$ cat src/rtl/score_display_driver.sv
// score_display_driver: converts two binary scores to BCD with shift-add-3 and
// scans them onto a 4-digit multiplexed active-low seven-segment display.
module score_display_driver #(
   parameter int W           = 7,
   parameter int MAXV        = 99,
   parameter int REFRESH_DIV = 100000,
   parameter int DIV_W       = 17
) (
   input  logic         clk,
   input  logic         reset,
   input  logic [W-1:0] score_a,
   input  logic [W-1:0] score_b,
   output logic [6:0]   seg,
   output logic [3:0]   an,
   output logic         busy
);
   localparam int CW = $clog2(W + 1);
   localparam int SW = W + 8;
   typedef enum logic [1:0] {IDLE, SHIFT, DONE} state_t;
   state_t state_q, state_d;
   logic [W-1:0]     last_a_q, last_a_d, last_b_q, last_b_d;
   logic [SW-1:0]    sh_a_q, sh_a_d, sh_b_q, sh_b_d;
   logic [CW-1:0]    bit_q, bit_d;
   logic [7:0]       disp_a_q, disp_a_d, disp_b_q, disp_b_d;
   logic             ovf_a_q, ovf_a_d, ovf_b_q, ovf_b_d;
   logic [DIV_W-1:0] ref_q, ref_d;
   logic [1:0]       idx_q, idx_d;
   logic [3:0]       nib;
   logic             dash;

   // Register layout: {tens, ones, binary}; adjust both nibbles, then shift.
   function automatic logic [SW-1:0] dabble(input logic [SW-1:0] r);
      logic [SW-1:0] t;
      t = r;
      if (t[W+3:W] >= 4'd5) t[W+3:W] = t[W+3:W] + 4'd3;
      if (t[W+7:W+4] >= 4'd5) t[W+7:W+4] = t[W+7:W+4] + 4'd3;
      return t << 1;
   endfunction

   function automatic logic [6:0] seg7(input logic [3:0] d);
      case (d)
         4'd0: return 7'b1000000;
         4'd1: return 7'b1111001;
         4'd2: return 7'b0100100;
         4'd3: return 7'b0110000;
         4'd4: return 7'b0011001;
         4'd5: return 7'b0010010;
         4'd6: return 7'b0000010;
         4'd7: return 7'b1111000;
         4'd8: return 7'b0000000;
         4'd9: return 7'b0010000;
         default: return 7'b1111111;
      endcase
   endfunction

   always_ff @(posedge clk or negedge reset) begin
      if (!reset) begin
         state_q  <= IDLE;
         last_a_q <= '0;
         last_b_q <= '0;
         sh_a_q   <= '0;
         sh_b_q   <= '0;
         bit_q    <= '0;
         disp_a_q <= '0;
         disp_b_q <= '0;
         ovf_a_q  <= 1'b0;
         ovf_b_q  <= 1'b0;
         ref_q    <= '0;
         idx_q    <= '0;
      end else begin
         state_q  <= state_d;
         last_a_q <= last_a_d;
         last_b_q <= last_b_d;
         sh_a_q   <= sh_a_d;
         sh_b_q   <= sh_b_d;
         bit_q    <= bit_d;
         disp_a_q <= disp_a_d;
         disp_b_q <= disp_b_d;
         ovf_a_q  <= ovf_a_d;
         ovf_b_q  <= ovf_b_d;
         ref_q    <= ref_d;
         idx_q    <= idx_d;
      end
   end

   always_comb begin
      state_d  = state_q;
      last_a_d = last_a_q;
      last_b_d = last_b_q;
      sh_a_d   = sh_a_q;
      sh_b_d   = sh_b_q;
      bit_d    = bit_q;
      disp_a_d = disp_a_q;
      disp_b_d = disp_b_q;
      ovf_a_d  = ovf_a_q;
      ovf_b_d  = ovf_b_q;
      case (state_q)
         IDLE: if (score_a != last_a_q || score_b != last_b_q) begin
            last_a_d = score_a;
            last_b_d = score_b;
            sh_a_d   = SW'(score_a);
            sh_b_d   = SW'(score_b);
            bit_d    = '0;
            state_d  = SHIFT;
         end
         SHIFT: begin
            sh_a_d = dabble(sh_a_q);
            sh_b_d = dabble(sh_b_q);
            if (bit_q == CW'(W - 1)) state_d = DONE;
            else bit_d = bit_q + 1'b1;
         end
         DONE: begin
            disp_a_d = sh_a_q[W+7:W];
            disp_b_d = sh_b_q[W+7:W];
            ovf_a_d  = 32'(last_a_q) > MAXV;
            ovf_b_d  = 32'(last_b_q) > MAXV;
            state_d  = IDLE;
         end
         default: state_d = IDLE;
      endcase
      ref_d = (ref_q == DIV_W'(REFRESH_DIV - 1)) ? '0 : ref_q + 1'b1;
      idx_d = (ref_q == DIV_W'(REFRESH_DIV - 1)) ? idx_q + 2'd1 : idx_q;
   end

   always_comb begin
      busy = state_q != IDLE;
      an   = ~(4'b0001 << idx_q);
      nib  = idx_q[0] ? (idx_q[1] ? disp_a_q[7:4] : disp_b_q[7:4])
                      : (idx_q[1] ? disp_a_q[3:0] : disp_b_q[3:0]);
      dash = idx_q[1] ? ovf_a_q : ovf_b_q;
      seg  = dash ? 7'b0111111 : seg7(nib);
   end
endmodule
$ cat config.mk
export PLATFORM = sky130hd
export DESIGN_NAME = score_display_driver
export DESIGN_NICKNAME = d
export VERILOG_FILES = /design/src/rtl/score_display_driver.sv
export SDC_FILE = /design/constraint.sdc
export NUM_CORES = 1
export LEC_CHECK = 0
export CAP_MARGIN = 10
export CORE_ASPECT_RATIO = 0.75
export CORE_MARGIN = 1.5
export CORE_UTILIZATION = 50
export DETAILED_ROUTE_END_ITERATION = 8
export PLACE_DENSITY = 0.69
export SLEW_MARGIN = 10
export SYNTH_ARGS = -nofsm -noshare
export SYNTH_HDL_FRONTEND = slang
export SYNTH_SLANG_ARGS = --single-unit
export TNS_END_PERCENT = 20
$ cat constraint.sdc
create_clock -name clk -period 4.89 [get_ports clk]
set_clock_uncertainty 0.05 [all_clocks]
set_input_delay 0.7335 -clock clk [delete_from_list [all_inputs] [get_ports clk]]
set_output_delay 0.7335 -clock clk [all_outputs]
set_load 0.005 [all_outputs]
==> metrics.md <==
| Metric | Value |
|---|---|
| Status | complete, no violations |
| Clk buf depth | 2 |
| Clock root buffer | clkbuf_16 |
| Worst Path Arrival | between 2 and 3 ns |
| Final worst-path cycle share | 0.708 |
| Final setup viols | 0 |
| Number of synthesized register bits | 86 |
| Critical path cell sequence | mux4_2 -> inv_1 -> ha_1 -> inv_1 -> mux2i_1 -> o21ai_0 -> clkdlybuf4s50_1 |
| PortBufs | 27 |
| Flop-to-flop setup slack | about 2.4 ns |
| Drc violations | 0 |
| Area growth, synth to finish | 14.9% |
| Post-cts resize count | 0 |
| Startpoint class of the critical path | flip-flop |
| Row count | 29 |
| Postcts setup bufs | 0 |
| Maxcap violations | 0 |
| Congestion Overflow GR | 0 |
| Vias in the first global route | around 2900 |
| Die H | about 83 um |
| Final critical-path required period | 3.46 ns |
| Fraction of layout cells with a size suffix above 1 | 0.113 |
| Worst Tran Pin Value | roughly 1 ns |
| ANT cells | 0 |
| Die W | approximately 110 um |
| Clock Latency Late Sink | about 0.33 ns |
| Die footprint | 9210 um2 |
| Critical path peak fanout | 9 |
| Setup TNS | 0 ns |
| Number of fill cells in the layout | roughly 710 |
| Antenna viol nets, final | 0 |
| Routed vias/inst | 5.47 |
| Largest net degree at the start of global routing | 46 |
| CTS H-tree depth | 3 |
| Peak VDD IR | 0.000284 V |
| Synth Warn # | 0 |
| First-pass GRT wire length | between 10 and 15 mm |
| Multiplexer area fraction after synthesis | 0.0875 |
| Initial antenna violation count | 0 |
| Core area | 8420 um2 |
| Unrepaired setup endpoints after global routing | no |
| Router iterations before antenna repair | 4 |
| Total Wirelength | around 8.1 mm |
| Drt initial violations | 190 |
| Post-Syn Instances | around 390 |
| Cell mode on critical path | inv_1 |
| Reg2Reg Depth | 5 |
| Num CTS Buffers | 9 |
| Register area share after synthesis | 0.498 |
| Hold Vio Cnt, Final | 0 |
| Adder-cell share of the synthesized area | 0.0608 |
| Post-DP HPWL | between 5 and 6 mm |
| Cell variety after synth | 39 |
| Syn nets | around 420 |
| I/O Pins | 28 |
| Worst setup path class | flip-flop to output pin |
| Compound-cell area share of the yosys netlist | 0.123 |
| RR Startpoint | ref_q[12] |
| Wire per inst | about 15 um |
| Worst EP required | between 4 and 5 ns |
| Worst r2r dst | idx_q[1] |
| Simple-gate share of the synthesized area | 0.125 |
| CP startpoint | idx_q[1] |
| Gr usage total | 0.197 |
| Final nets | about 450 |
| Lkg Pwr | about 2.2 nW |
| Main combinational cell family by area after synthesis | simple AND/OR/NAND/NOR gates |
| Xor and xnor fraction of the mapped netlist area | 0.0710 |
| Vias post-DR | ~2900 |
| CTS clock-pin slew for the worst setup and hold paths | around 0.060 ns |
| Worst path max stage delay | 0.63 ns |
| Max Fclk | roughly 0.29 GHz |
| Max transition margin | 0.315 |
| Starting density of the core | 0.513 |
| Post-Syn Area | around 4300 um2 |
| PD cells | approximately 580 nW/um2 |
| Pwr Total | 2.89 mW |
| Hold-fix buffers at CTS | 0 |
| HP Class | input pin to asynchronous set/reset pin |
| Sink Count | 86 |
| Worst path slowest cell | mux4_2 |
| CTS tree | yes |
| CP Capture Type | output pin |
| Avg Cell Area, Syn | roughly 11 um2 |
| Gp weighted congestion | just under 0.8 |
| Final slew viol count | 0 |
==> cells in the mapped netlist (all sizes together) <==
cell type  instances  area share
o311ai             2      0.0041
a22o              11       0.022
nor3               5      0.0058
o2bb2ai            6       0.012
o21ai             20       0.023
mux4               4       0.021
nand2             25       0.022
a21oi             14       0.016
nor4               4      0.0058
nand4              2      0.0029
and3               4      0.0061
mux2i              4      0.0093
nor3b              7       0.012
xor2              20       0.041
inv               22       0.019
and4b              1      0.0023
ha                21       0.061
xnor2             15       0.030
nand3              6      0.0070
a21o               2      0.0035
dfrtp             86        0.50
clkbuf            13       0.011
a221o             14       0.032
or4b               3      0.0070
o221a              1      0.0026
nor2              20       0.017
a31oi              1      0.0014
nor2b              3      0.0043
nand2b             7       0.010
buf                2      0.0038
and4               1      0.0020
and2              14       0.020
mux2              22       0.057
a311oi             1      0.0020
o21bai             2      0.0035
==> state kept, by name, summed over array words and instances, names as in the netlist <==
name      count
last_a_q      7
sh_b_q       15
ref_q        17
state_q       2
idx_q         2
sh_a_q       15
bit_q         3
ovf_a_q       1
ovf_b_q       1
disp_b_q      8
last_b_q      7
disp_a_q      8
==> cell usage in the layout (no fill, tap or decap), types with 11 or more instances in the layout <==
cell type	n
a21oi_1	14
a221o_1	14
a22o_1	11
and2_1	14
clkdlybuf4s50_1	26
dfrtp_1	86
ha_1	21
inv_1	22
mux2_2	21
nand2_1	25
nor2_1	20
o21ai_0	20
xnor2_1	15
xor2_1	20
==> critical path: cells and delay by family, from the launching register on <==
family / cells / cell delay (ns)
fa+ha+maj: 1 / 0.25
buf+inv: 3 / 0.72
mux: 2 / 0.68
flops: 1 / 0.57
compound gates: 1 / 0.14
==> worst max-delay path by stage <==
stage | to | cells past startpoint | slack [ns]
floorplan | seg[3] | 7 | 2.17
global placement | last_b_q[4] | 6 | 1.75
detailed placement | last_b_q[5] | 6 | 1.73
CTS | seg[3] | 7 | 1.38
global route | seg[3] | 7 | 1.26
finish | seg[3] | 7 | 1.43
==> kinds of logic (layout without fill, tap and decap cells) <==
| family | Yosys count | after routing |
|---|---|---|
| adders and majority gates | 21 | 21 |
| AOI/OAI and AO/OA | 74 | 74 |
| xor gates and xnor gates | 35 | 35 |
| and+or+nand+nor | 102 | 102 |
| DFF | 86 | 86 |
| muxes | 30 | 30 |
| buffers and inverters | 37 | 68 |
==> routing by layer <==
layer	up-vias	GRT usage	routed length, um
met2	43	0.286	3510
met5	-	0	0
met4	0	0.0408	74
li1	1410	-	-
met3	6	0.0515	266
met1	1405	0.299	4240
==> stage by stage <==
stage / setup WS [ns] / hold WS (ns) / instances / cell area [um2] / util
detailed placement: 1.73 / 0.429 / 508 / 4680 / 0.556
global placement: 1.75 / 0.420 / 508 / 4680 / 0.556
finish: 1.43 / 0.348 / 524 / 4960 / 0.589
CTS: 1.38 / 0.363 / 524 / 4960 / 0.589
global route: 1.26 / 0.387 / 524 / 4960 / 0.589
floorplan: 2.17 / 0.388 / 385 / 4320 / -
==> power breakdown <==
part | leakage, nW | internal, mW | switching, mW
combinational | 1.01 | 0.575 | 0.512
sequential | 1.09 | 0.964 | 0.206
clock | 0.140 | 0.371 | 0.259
==> final cells by class <==
type,count,area [um2],area share
flip-flops and latches,86,2150,0.434
multi-input cells,262,2020,0.408
repair buffers,30,290,0.0585
clock buffers,13,260,0.0524
well taps,108,135,0.0272
inverters,22,82.6,0.0166
clock inverters,3,18.8,0.00378
Note: power is estimated with default switching activity, not from simulation.
